File: src/rtl/wb_rr_arbiter.sv
// Round-robin Wishbone arbiter; the grant is held for the owner's whole CYC.
// Define WB_ARB_TIMEOUT_EN to add a stall watchdog that errors and drains the owner.
module wb_rr_arbiter #(
    parameter int N_MASTERS      = 2,
    parameter int WB_ADDR_WIDTH  = 32,
    parameter int WB_DATA_WIDTH  = 32,
    parameter int TIMEOUT_CYCLES = 256
) (
    input  logic                                   clk,
    input  logic                                   rst,
    input  logic [N_MASTERS*WB_ADDR_WIDTH-1:0]     m_ADR,
    input  logic [N_MASTERS*WB_DATA_WIDTH-1:0]     m_DAT_W,
    input  logic [N_MASTERS*(WB_DATA_WIDTH/8)-1:0] m_SEL,
    input  logic [N_MASTERS*3-1:0]                 m_CTI,
    input  logic [N_MASTERS*2-1:0]                 m_BTE,
    input  logic [N_MASTERS-1:0]                   m_CYC,
    input  logic [N_MASTERS-1:0]                   m_STB,
    input  logic [N_MASTERS-1:0]                   m_WE,
    output logic [WB_DATA_WIDTH-1:0]               m_DAT_R,
    output logic [N_MASTERS-1:0]                   m_ACK,
    output logic [N_MASTERS-1:0]                   m_ERR,
    output logic [WB_ADDR_WIDTH-1:0]               s_ADR,
    output logic [WB_DATA_WIDTH-1:0]               s_DAT_W,
    output logic [WB_DATA_WIDTH/8-1:0]             s_SEL,
    output logic [2:0]                             s_CTI,
    output logic [1:0]                             s_BTE,
    output logic                                   s_CYC,
    output logic                                   s_STB,
    output logic                                   s_WE,
    input  logic [WB_DATA_WIDTH-1:0]               s_DAT_R,
    input  logic                                   s_ACK,
    input  logic                                   s_ERR,
    output logic [N_MASTERS-1:0]                   gnt
);

    localparam int IW = $clog2(N_MASTERS);
    localparam int SW = WB_DATA_WIDTH / 8;

    if (N_MASTERS < 2 || N_MASTERS > 8) begin : g_bad_n
        $error("N_MASTERS must be within 2..8");
    end
    if (TIMEOUT_CYCLES < 2) begin : g_bad_tmo
        $error("TIMEOUT_CYCLES must be at least 2");
    end

    typedef enum logic [1:0] {
        IDLE,
`ifdef WB_ARB_TIMEOUT_EN
        BUSY,
        DRAIN
`else
        BUSY
`endif
    } state_e;

    state_e              state_q;
    logic [N_MASTERS-1:0] gnt_q;
    logic [IW-1:0]       own_q;
    logic [IW-1:0]       last_q;
    logic [IW-1:0]       win_d;
    logic [IW-1:0]       cand;
    logic                hit;
    logic                busy;

    logic [WB_ADDR_WIDTH-1:0] adr_a [N_MASTERS];
    logic [WB_DATA_WIDTH-1:0] dat_a [N_MASTERS];
    logic [SW-1:0]            sel_a [N_MASTERS];
    logic [2:0]               cti_a [N_MASTERS];
    logic [1:0]               bte_a [N_MASTERS];

    for (genvar i = 0; i < N_MASTERS; i++) begin : g_unpack
        assign adr_a[i] = m_ADR[i*WB_ADDR_WIDTH +: WB_ADDR_WIDTH];
        assign dat_a[i] = m_DAT_W[i*WB_DATA_WIDTH +: WB_DATA_WIDTH];
        assign sel_a[i] = m_SEL[i*SW +: SW];
        assign cti_a[i] = m_CTI[i*3 +: 3];
        assign bte_a[i] = m_BTE[i*2 +: 2];
    end

    // First requester above the last owner, wrapping around.
    always_comb begin
        win_d = last_q;
        cand  = '0;
        hit   = 1'b0;
        for (int k = 1; k <= N_MASTERS; k++) begin
            cand = IW'((int'(last_q) + k) % N_MASTERS);
            if (!hit && m_CYC[cand]) begin
                win_d = cand;
                hit   = 1'b1;
            end
        end
    end

    assign busy = (state_q == BUSY);

`ifdef WB_ARB_TIMEOUT_EN
    localparam int CW = $clog2(TIMEOUT_CYCLES);
    logic [CW-1:0] tmo_q;
    logic          stall;
    logic          tmo_hit;

    assign stall   = busy && m_CYC[own_q] && m_STB[own_q] && !s_ACK && !s_ERR;
    assign tmo_hit = stall && (tmo_q == CW'(TIMEOUT_CYCLES - 1));
`endif

    always_comb begin
        s_ADR   = '0;
        s_DAT_W = '0;
        s_SEL   = '0;
        s_CTI   = '0;
        s_BTE   = '0;
        s_CYC   = 1'b0;
        s_STB   = 1'b0;
        s_WE    = 1'b0;
        m_ACK   = '0;
        m_ERR   = '0;
        if (busy) begin
            s_ADR   = adr_a[own_q];
            s_DAT_W = dat_a[own_q];
            s_SEL   = sel_a[own_q];
            s_CTI   = cti_a[own_q];
            s_BTE   = bte_a[own_q];
            s_CYC   = m_CYC[own_q];
            s_STB   = m_STB[own_q];
            s_WE    = m_WE[own_q];
            // A reset in flight abandons the transfer without a response.
            if (!rst) begin
                m_ACK[own_q] = s_ACK;
                m_ERR[own_q] = s_ERR;
            end
        end
`ifdef WB_ARB_TIMEOUT_EN
        if (tmo_hit && !rst) begin
            m_ERR[own_q] = 1'b1;
        end
`endif
    end

    assign m_DAT_R = s_DAT_R;
    assign gnt     = gnt_q;

    always_ff @(posedge clk) begin
        if (rst) begin
            state_q <= IDLE;
            gnt_q   <= '0;
            own_q   <= '0;
            last_q  <= IW'(N_MASTERS - 1);
`ifdef WB_ARB_TIMEOUT_EN
            tmo_q   <= '0;
`endif
        end else begin
            unique case (state_q)
                IDLE: begin
                    if (|m_CYC) begin
                        state_q <= BUSY;
                        own_q   <= win_d;
                        gnt_q   <= N_MASTERS'(1) << win_d;
                    end
                end
                BUSY: begin
                    if (!m_CYC[own_q]) begin
                        state_q <= IDLE;
                        last_q  <= own_q;
                        gnt_q   <= '0;
                    end
`ifdef WB_ARB_TIMEOUT_EN
                    else if (tmo_hit) begin
                        state_q <= DRAIN;
                    end
`endif
                end
`ifdef WB_ARB_TIMEOUT_EN
                DRAIN: begin
                    if (!m_CYC[own_q]) begin
                        state_q <= IDLE;
                        last_q  <= own_q;
                        gnt_q   <= '0;
                    end
                end
`endif
                default: state_q <= IDLE;
            endcase
`ifdef WB_ARB_TIMEOUT_EN
            tmo_q <= (stall && !tmo_hit) ? tmo_q + CW'(1) : '0;
`endif
        end
    end

endmodule

File: config.mk
export PLATFORM = sky130hd
export DESIGN_NAME = wb_rr_arbiter
export DESIGN_NICKNAME = d
export VERILOG_FILES = /design/src/rtl/wb_rr_arbiter.sv
export SDC_FILE = /design/constraint.sdc
export NUM_CORES = 1
export LEC_CHECK = 0
export ABC_AREA = 1
export CAP_MARGIN = 0
export CORE_AREA = 2 2 117 119
export DETAILED_ROUTE_END_ITERATION = 8
export DIE_AREA = 0 0 119 121
export GPL_ROUTABILITY_DRIVEN = 0
export REMOVE_ABC_BUFFERS = 1
export SYNTH_ARGS = -nofsm -noshare
export SYNTH_HDL_FRONTEND = slang
export SYNTH_SLANG_ARGS = --single-unit
File: constraint.sdc
create_clock -name clk -period 1.34 [get_ports clk]
set_input_delay 0.268 -clock clk [delete_from_list [all_inputs] [get_ports clk]]
set_output_delay 0.268 -clock clk [all_outputs]
set_load 0.005 [all_outputs]
== After elaboration in Yosys (flattened, before gate mapping) ==
Cells that the tools add are included.

* Bits in registers: 6
* Bits in latches: 0
* RAM bits: 0
* ROM bits: 0
* Bits of input ports: 188
* Output and inout port bits: 114
* Logic and storage cells: 76
* Memories kept: 0

* Add/subtract/negate cells: 2
* $mul: 0
* Div/mod/pow operators: 0
* Order comparisons: 5
* Equality and inequality tests: 3
* Shift-type cells: 1
* Muxes and demuxes: 47
* Bitwise logic cells: 4
* Reductions and logical operators: 10

{| class="wikitable"
|+ Operators by type and width
! kind !! count
|-
| $mux 32 || 8
|-
| $mux 2 || 11
|-
| $mux 1 || 17
|-
| $mux 4 || 4
|-
| $mux 3 || 4
|-
| $pmux 2 s2 || 2
|-
| $lt 1x2->1 const B || 3
|-
| $reduce_and 2->1 || 3
|-
| $and 2x2->2 || 2
|-
| $ne 2x2->1 const B || 2
|-
| $reduce_and 3->1 || 1
|-
| $add 1x1->1 const B || 2
|-
| $eq 2x1->1 const B || 1
|-
| $ge 2x2->1 const B || 1
|-
| $logic_and 1x1->1 || 2
|-
| $logic_not 2->1 || 1
|-
| $not 1->2 || 1
|-
| $reduce_bool 2->1 || 1
|-
| $reduce_or 2->1 || 1
|-
| $shl 1x1->2 const A || 1
|-
| $demux 1 s1 || 1
|-
| $ge 1x1->1 const B || 1
|-
| $logic_not 1->1 || 1
|-
| $not 1->1 || 1
|}

== Longest topological paths before layout ==
Gate-level depths: netlist of the first run.

* Depth in word-level cells: 10
* Depth in mapped cells: 6
* Mapped depth without buffers: 5

== Worst setup path after synthesis of the first run ==
OpenSTA, ideal clock, no wires.

* Path type: register to output
* Start point: register own_q
* End point: output s_DAT_W[10]
* Data arrival time: 0.898 ns
* Required time: 1.072 ns
* Path slack: 0.174 ns
* Stages on the path, launching flop included: 7
* Buffers on the path: 3
* Cells stage by stage: dfxtp_1 > buf_6 > clkinv_2 > buf_6 > buf_6 > nand2_1 > a21oi_1

* Cells in the longest elaborated chain, start to end: 5

{| class="wikitable"
|+ Ends and longest elaborated chain
! item !! line !! text
|-
| start: declaration || 58 || <nowiki>logic [IW-1:0] own_q;</nowiki>
|-
| start signal: assignment || 155 || <nowiki>own_q <= win_d;</nowiki>
|-
| $not 1->2 (implied by the code) || 118 || <nowiki>s_DAT_W = dat_a[own_q];</nowiki>
|-
| $mux 32 (implied by the code) (3 in series) || 118 ||
|-
| $mux 32 || 116 || <nowiki>if (busy) begin</nowiki>
|-
| end: declaration || 23 || <nowiki>output logic [WB_DATA_WIDTH-1:0] s_DAT_W,</nowiki>
|}

Every way passes these cells. The select of a mux whose other input is x is not followed.

== Final worst setup path of the first run ==
* Start point: register own_q
* End point: output s_DAT_W[5]

Same word-level chain as after synthesis.

==> results of run 1 <==
## kinds of logic after synthesis
logic type / after synthesis / synth area share [%]
buffers and inverters: 62 / 26.7
AO/OA/AOI/OAI: 80 / 28.3
AND/OR/NAND/NOR: 171 / 39.0
flip-flops: 5 / 5.96
## path summary, 6_finish.rpt
| kind | start | end | slack, ns |
|---|---|---|---|
| worst max-delay path | own_q | s_DAT_W[5] | -0.31 |
| worst min register to register | last_q | last_q | 0.46 |
| worst max register to register | own_q | gnt[1] | 0.02 |
| worst min-delay path | last_q | last_q | 0.46 |
## registers in the layout, indices dropped and copies added (netlist names)
name / cells
last_q: 1
gnt: 2
own_q: 1
state_q: 1
## cells in the mapped netlist
library cell	instances
o21ai_1	2
buf_4	34
nor3_1	4
nand4_1	2
buf_6	10
clkbuf_1	4
nor2_1	4
o21ai_0	2
buf_2	9
dfxtp_1	5
nand2_1	158
clkinv_2	1
nand3_1	3
a21oi_2	20
a21oi_1	56
inv_2	1
inv_1	3
## per-stage QoR
stage / setup TNS (ns) / setup slack, ns
6_report: -18.83 / -0.310
5_1_grt: -23.11 / -0.372
4_1_cts: -19.64 / -0.314
3_5_place_dp: -30.66 / -0.808
3_3_place_gp: -30.14 / -0.829
2_1_floorplan: -159.25 / -2.03
## power breakdown
part / switching (mW) / internal (mW)
clock network: 0.0901 / 0.394
registers: 0.0150 / 0.162
logic: 0.821 / 1.06
total: 0.926 / 1.62
## critical path, delay by kind of cell (launching register included)
family | cells | cell delay (ns)
flops | 1 | 0.39
buf+inv | 4 | 0.50
compound gates | 1 | 0.21
simple gates | 1 | 0.05
## cells in the final DEF (no fill, tap or decap)
master             n
a21oi_1            3
a21oi_2           70
a21oi_4            3
buf_12            12
buf_16             9
buf_2             79
buf_4             17
buf_6             16
buf_8              6
clkbuf_1           1
clkbuf_16          3
clkdlybuf4s50_1  154
clkinv_8           1
dfxtp_1            4
dfxtp_4            1
dlymetal6s2s_1     3
inv_1              3
inv_2              1
nand2_1           42
nand2_2           56
nand2_4           60
nand3_1            2
nand3_4            1
nand4_1            2
nor2_1             2
nor2_2             2
nor3_2             4
o21ai_0            2
o21ai_1            1
o21ai_2            1
## routing by layer
| metal | vias to the layer above | track usage, % | wire (um) |
|---|---|---|---|
| li1 | 1478 | - | - |
| met1 | 1466 | 20.6 | 5480 |
| met2 | 207 | 28.8 | 6430 |
| met3 | 10 | 9.68 | 1740 |
| met4 | 2 | 1.04 | 119 |
| met5 | - | 5.15 | 73 |
## area by class of cell
type	instances	area share (%)
well taps	176	4.17
repair buffers	296	54.2
inverters	5	0.593
clock buffers	4	1.49
flip-flops and latches	5	1.97
multi-input cells	251	37.6
## what timing repair did
item                                   in CTS  in global routing
setup endpoints to repair                  80                 86
gates cloned                               12                  0
buffers inserted                           21                  6
hold buffers                                0                  0
gates resized for setup                   503                111
pin swaps                                  51                 26
endpoints found under the hold margin       0                  0
==> impl_metrics.toml, run 1 <==
[detailed_routing]
wl_mm = 13.8
avgRoutedWirePerCell_um = 18.8
drc_errors = 0
ant_nets = 0
drt-pass1-iter-count = 4
route.vias.total = 3163
drtIter0Drc = 95
via_per_inst = 4.29

[floorplan]
design.die.area_mm2 = 0.0144
core_mm2 = 0.0131
die_h_um = 121
die_w_um = 119
num_io_pins = 302
rows = 42
start_util_pct = 12.8

[global_route]
grt_pass1_vias = 3367
antenna_found_initial = 0
grt_pass1_wl_mm = 19.3
grt_usage_pct = 17.5
grt_overflow_total = 0
grt_max_degree = 38

[clock_network]
clockRootBuffer = "clkbuf_16"
htreeDepth = 1
path_clk_slew_ns = 0.03
numCtsBuffers = 3
cts_buffer_depth = 2
cts_sinks = 5
clk_latency_ns = 0.22
cts_tree = "built"

[power]
leakage_nw = 2.37
peakVddDrop_mv = 0.657
p_total_mw = 2.55
power.density_mw_per_mm2 = 482

[critical_path]
cp_cell_sequence = "clkinv_8 -> buf_8 -> buf_16 -> nand2_4 -> a21oi_4 -> buf_2"
worst-path-max-fanout = 8
cp-start-kind = "flip-flop"
crit_type = "flip-flop to output port"
max_stage_delay_ns = 0.39
crit_required_ns = 1.07
worstSetupEndpointType = "output port"
arrival_ns = 1.38
cp_slowest_cell = "dfxtp_4"
r2r_cells = 8

[cells_and_area]
layout.cells.non_filler = 737
fin_area_mm2 = 0.00528
post-route-util_pct = 40.3
num_antenna_cells = 0
areaGrowthSynthToFinish_pct = 214
nFillCells = 1308
ff_latch_area_um2 = 104
drive_gt1_share_pct = 61.0
finalNetCount = 750
multiInputGateArea_mm2 = 0.00198

[sta]
rsz0062_at_grt = "yes"
finalSetupViolations = 80
clock_skew_ns = 0.00221
holdWs_ns = 0.458
setup_slack_ns = -0.310
final_hold_viol_count = 0
period_share_pct = 123
worst_pin_slew_ns = 0.266
slew_viol_final = 0
relSlewSlack_pct = 82.2
clock.fmax_mhz = 606
fin_crit_ns = 1.65

[synthesis]
ys_seq_area_share_pct = 5.96
synth_top_area_cell = "nand2_1"
synth_cell_types = 17
syn_avg_cell_area_um2 = 5.28
syn_inst = 318
netlist_area_mm2 = 0.00168
synth_seq_cells = 5
yosysTopAreaCellShare_pct = 35.3
synthTopCellsByArea = "nand2_1 35%, a21oi_1 17%, buf_4 15%"
yosysWarnings = 0

[placed_design]
placed_area_mm2 = 0.00413
portBuffers = 237
placed_cells = 700
dp_hpwl_mm = 8.94

[run]
cap_violations = 0

[hold_path]
min_delay_path_depth = 2
hold_path.class = "flip-flop to flip-flop"

[status]
violations = "setup timing"
status = "complete, but fails checks"
(Power assumes the default switching activity.)
==> run 2, diff against run 1 <==
CORE_AREA = 2 2 118 120   (was 2 2 117 119)
DIE_AREA = 0 0 120 122   (was 0 0 119 121)
GPL_ROUTABILITY_DRIVEN = not set   (was 0)
clock period = 2 ns   (was 1.34 ns; I/O delays follow)
==> impl_metrics.toml, run 2 (synthesis results as in run 1) <==
[cells_and_area]
num_antenna_cells = 0
multiInputGateArea_mm2 = 0.00115
post-route-util_pct = 31.8
layout_common_cells = "164 x clkdlybuf4s50_1, 158 x nand2_1, 53 x a21oi_1"
nFillCells = 1459
areaGrowthSynthToFinish_pct = 156
final_common_cell = "clkdlybuf4s50_1"
largest_reg_flops = 2
finalNetCount = 710
drive_gt1_share_pct = 9.40
ff_latch_area_um2 = 104

[placed_design]
detailedPlace.worstSlack_ns = -0.0658
dp_hpwl_mm = 8.10
portBuffers = 237
gp_congestion = 0.748

[detailed_routing]
wl_mm = 11.2
ant_nets = 0
drtIter0Drc = 102
route.vias.total = 2887
avgRoutedWirePerCell_um = 16.0
drt-pass1-iter-count = 4
via_per_inst = 4.12
drc_errors = 0

[global_route]
grt_pass1_vias = 2645
grt_pass1_wl_mm = 13.8
grt_overflow_total = 0
antenna_found_initial = 0
grt_max_degree = 42
grt_usage_pct = 12.0

[power]
power.density_mw_per_mm2 = 311
leakage_nw = 2.28
peakVddDrop_mv = 0.385

[critical_path]
crit_type = "input port to output port"
worst-path-max-fanout = 1
arrival_ns = 1.57
cp_cell_sequence = "clkdlybuf4s50_1 -> nand2_1 -> a21oi_2 -> clkdlybuf4s50_1"
worstSetupEndpointType = "output port"
crit_top_cell = "clkdlybuf4s50_1"
cp_slowest_cell = "clkdlybuf4s50_1"
cp-start-kind = "input port"
max_stage_delay_ns = 0.52
crit_required_ns = 1.60

[clock_network]
cts_tree = "built"
clk_latency_ns = 0.23
htreeDepth = 1
numCtsBuffers = 3
cts_sinks = 5
cts_buffer_depth = 2
path_clk_slew_ns = 0.03
clockRootBuffer = "clkbuf_16"

[floorplan]
die_w_um = 120
design.die.area_mm2 = 0.0146
die_h_um = 122
core_mm2 = 0.0135
start_util_pct = 12.4
num_io_pins = 302
rows = 43

[sta]
relSlewSlack_pct = 79.9
holdWs_ns = 0.493
slew_viol_final = 0
period_share_pct = 98.5
clock_skew_ns = 0.00153
fin_crit_ns = 1.97
setup_slack_ns = 0.0292
clock.fmax_mhz = 507
setup_tns_ns = 0
worst_pin_slew_ns = 0.301
finalSetupViolations = 0
final_hold_viol_count = 0

[hold_path]
hold_path.class = "flip-flop to flip-flop"

[status]
status = "completed"

[run]
cap_violations = 0
## run 2: cell count changes in the layout (fill, tap and decap cells not counted), sizes merged
cell | before | now
clkbuf | 4 | 10
dlygate4sd2 | 0 | 44
buf | 139 | 13
clkdlybuf4s50 | 154 | 164
dlymetal6s2s | 3 | 29
## run 2: final cells by class
cell class	count	share of cell area, %
sequential	5	2.42
multi-input combinational	251	26.7
clock buffer	4	1.84
timing repair buffer	256	63.0
inverter	5	0.729
tap	180	5.25
## run 2: worst max-delay path, delay by kind of cell
kind / cells / cell delay (ns)
AOI/OAI and AO/OA: 1 / 0.13
buffers and inverters: 2 / 0.98
and+or+nand+nor: 1 / 0.07
## run 2: through the flow
step | total power [mW] | std cells | cell area, um2
after detailed placement | 0.989 | 690 | 4000
after CTS | 1.29 | 694 | 4040
after floorplan | 0.370 | 261 | 1250
final | 1.34 | 701 | 4290
after global routing | 1.42 | 701 | 4290
after global placement | 0.978 | 690 | 4000
## run 2: timing repair
| action | CTS | global route |
|---|---|---|
| buffers inserted | 0 | 1 |
| endpoints found under the setup margin | 61 | 37 |
| pin swaps | 0 | 1 |
| resized for setup | 48 | 35 |
| hold buffers | 0 | 0 |
| cloned | 0 | 6 |
## run 2: layer usage
| metal | vias up | GRT usage [%] | part of all wire [%] |
|---|---|---|---|
| li1 | 1392 | - | - |
| met1 | 1305 | 14.2 | 41 |
| met2 | 180 | 18.8 | 46 |
| met3 | 8 | 7.12 | 12 |
| met4 | 2 | 1.18 | 0.37 |
| met5 | - | 4.51 | 0.62 |
## run 2: worst paths after layout
check | from | endpoint | slack [ns] | cells past startpoint
setup / recovery | m_ADR[36] | s_ADR[4] | 0.03 | 4
hold / removal | last_q | last_q | 0.49 | 2
setup reg to reg | own_q | gnt[1] | 0.71 | 7
hold reg to reg | last_q | last_q | 0.49 | 2
## run 2: where the power goes
| part | total [mW] | internal (mW) | switching (mW) | leakage (nW) |
|---|---|---|---|---|
| logic | 0.887 | 0.543 | 0.344 | 2.20 |
| clock network | 0.331 | 0.264 | 0.0670 | 0.0382 |
| registers | 0.117 | 0.109 | 0.00865 | 0.0421 |
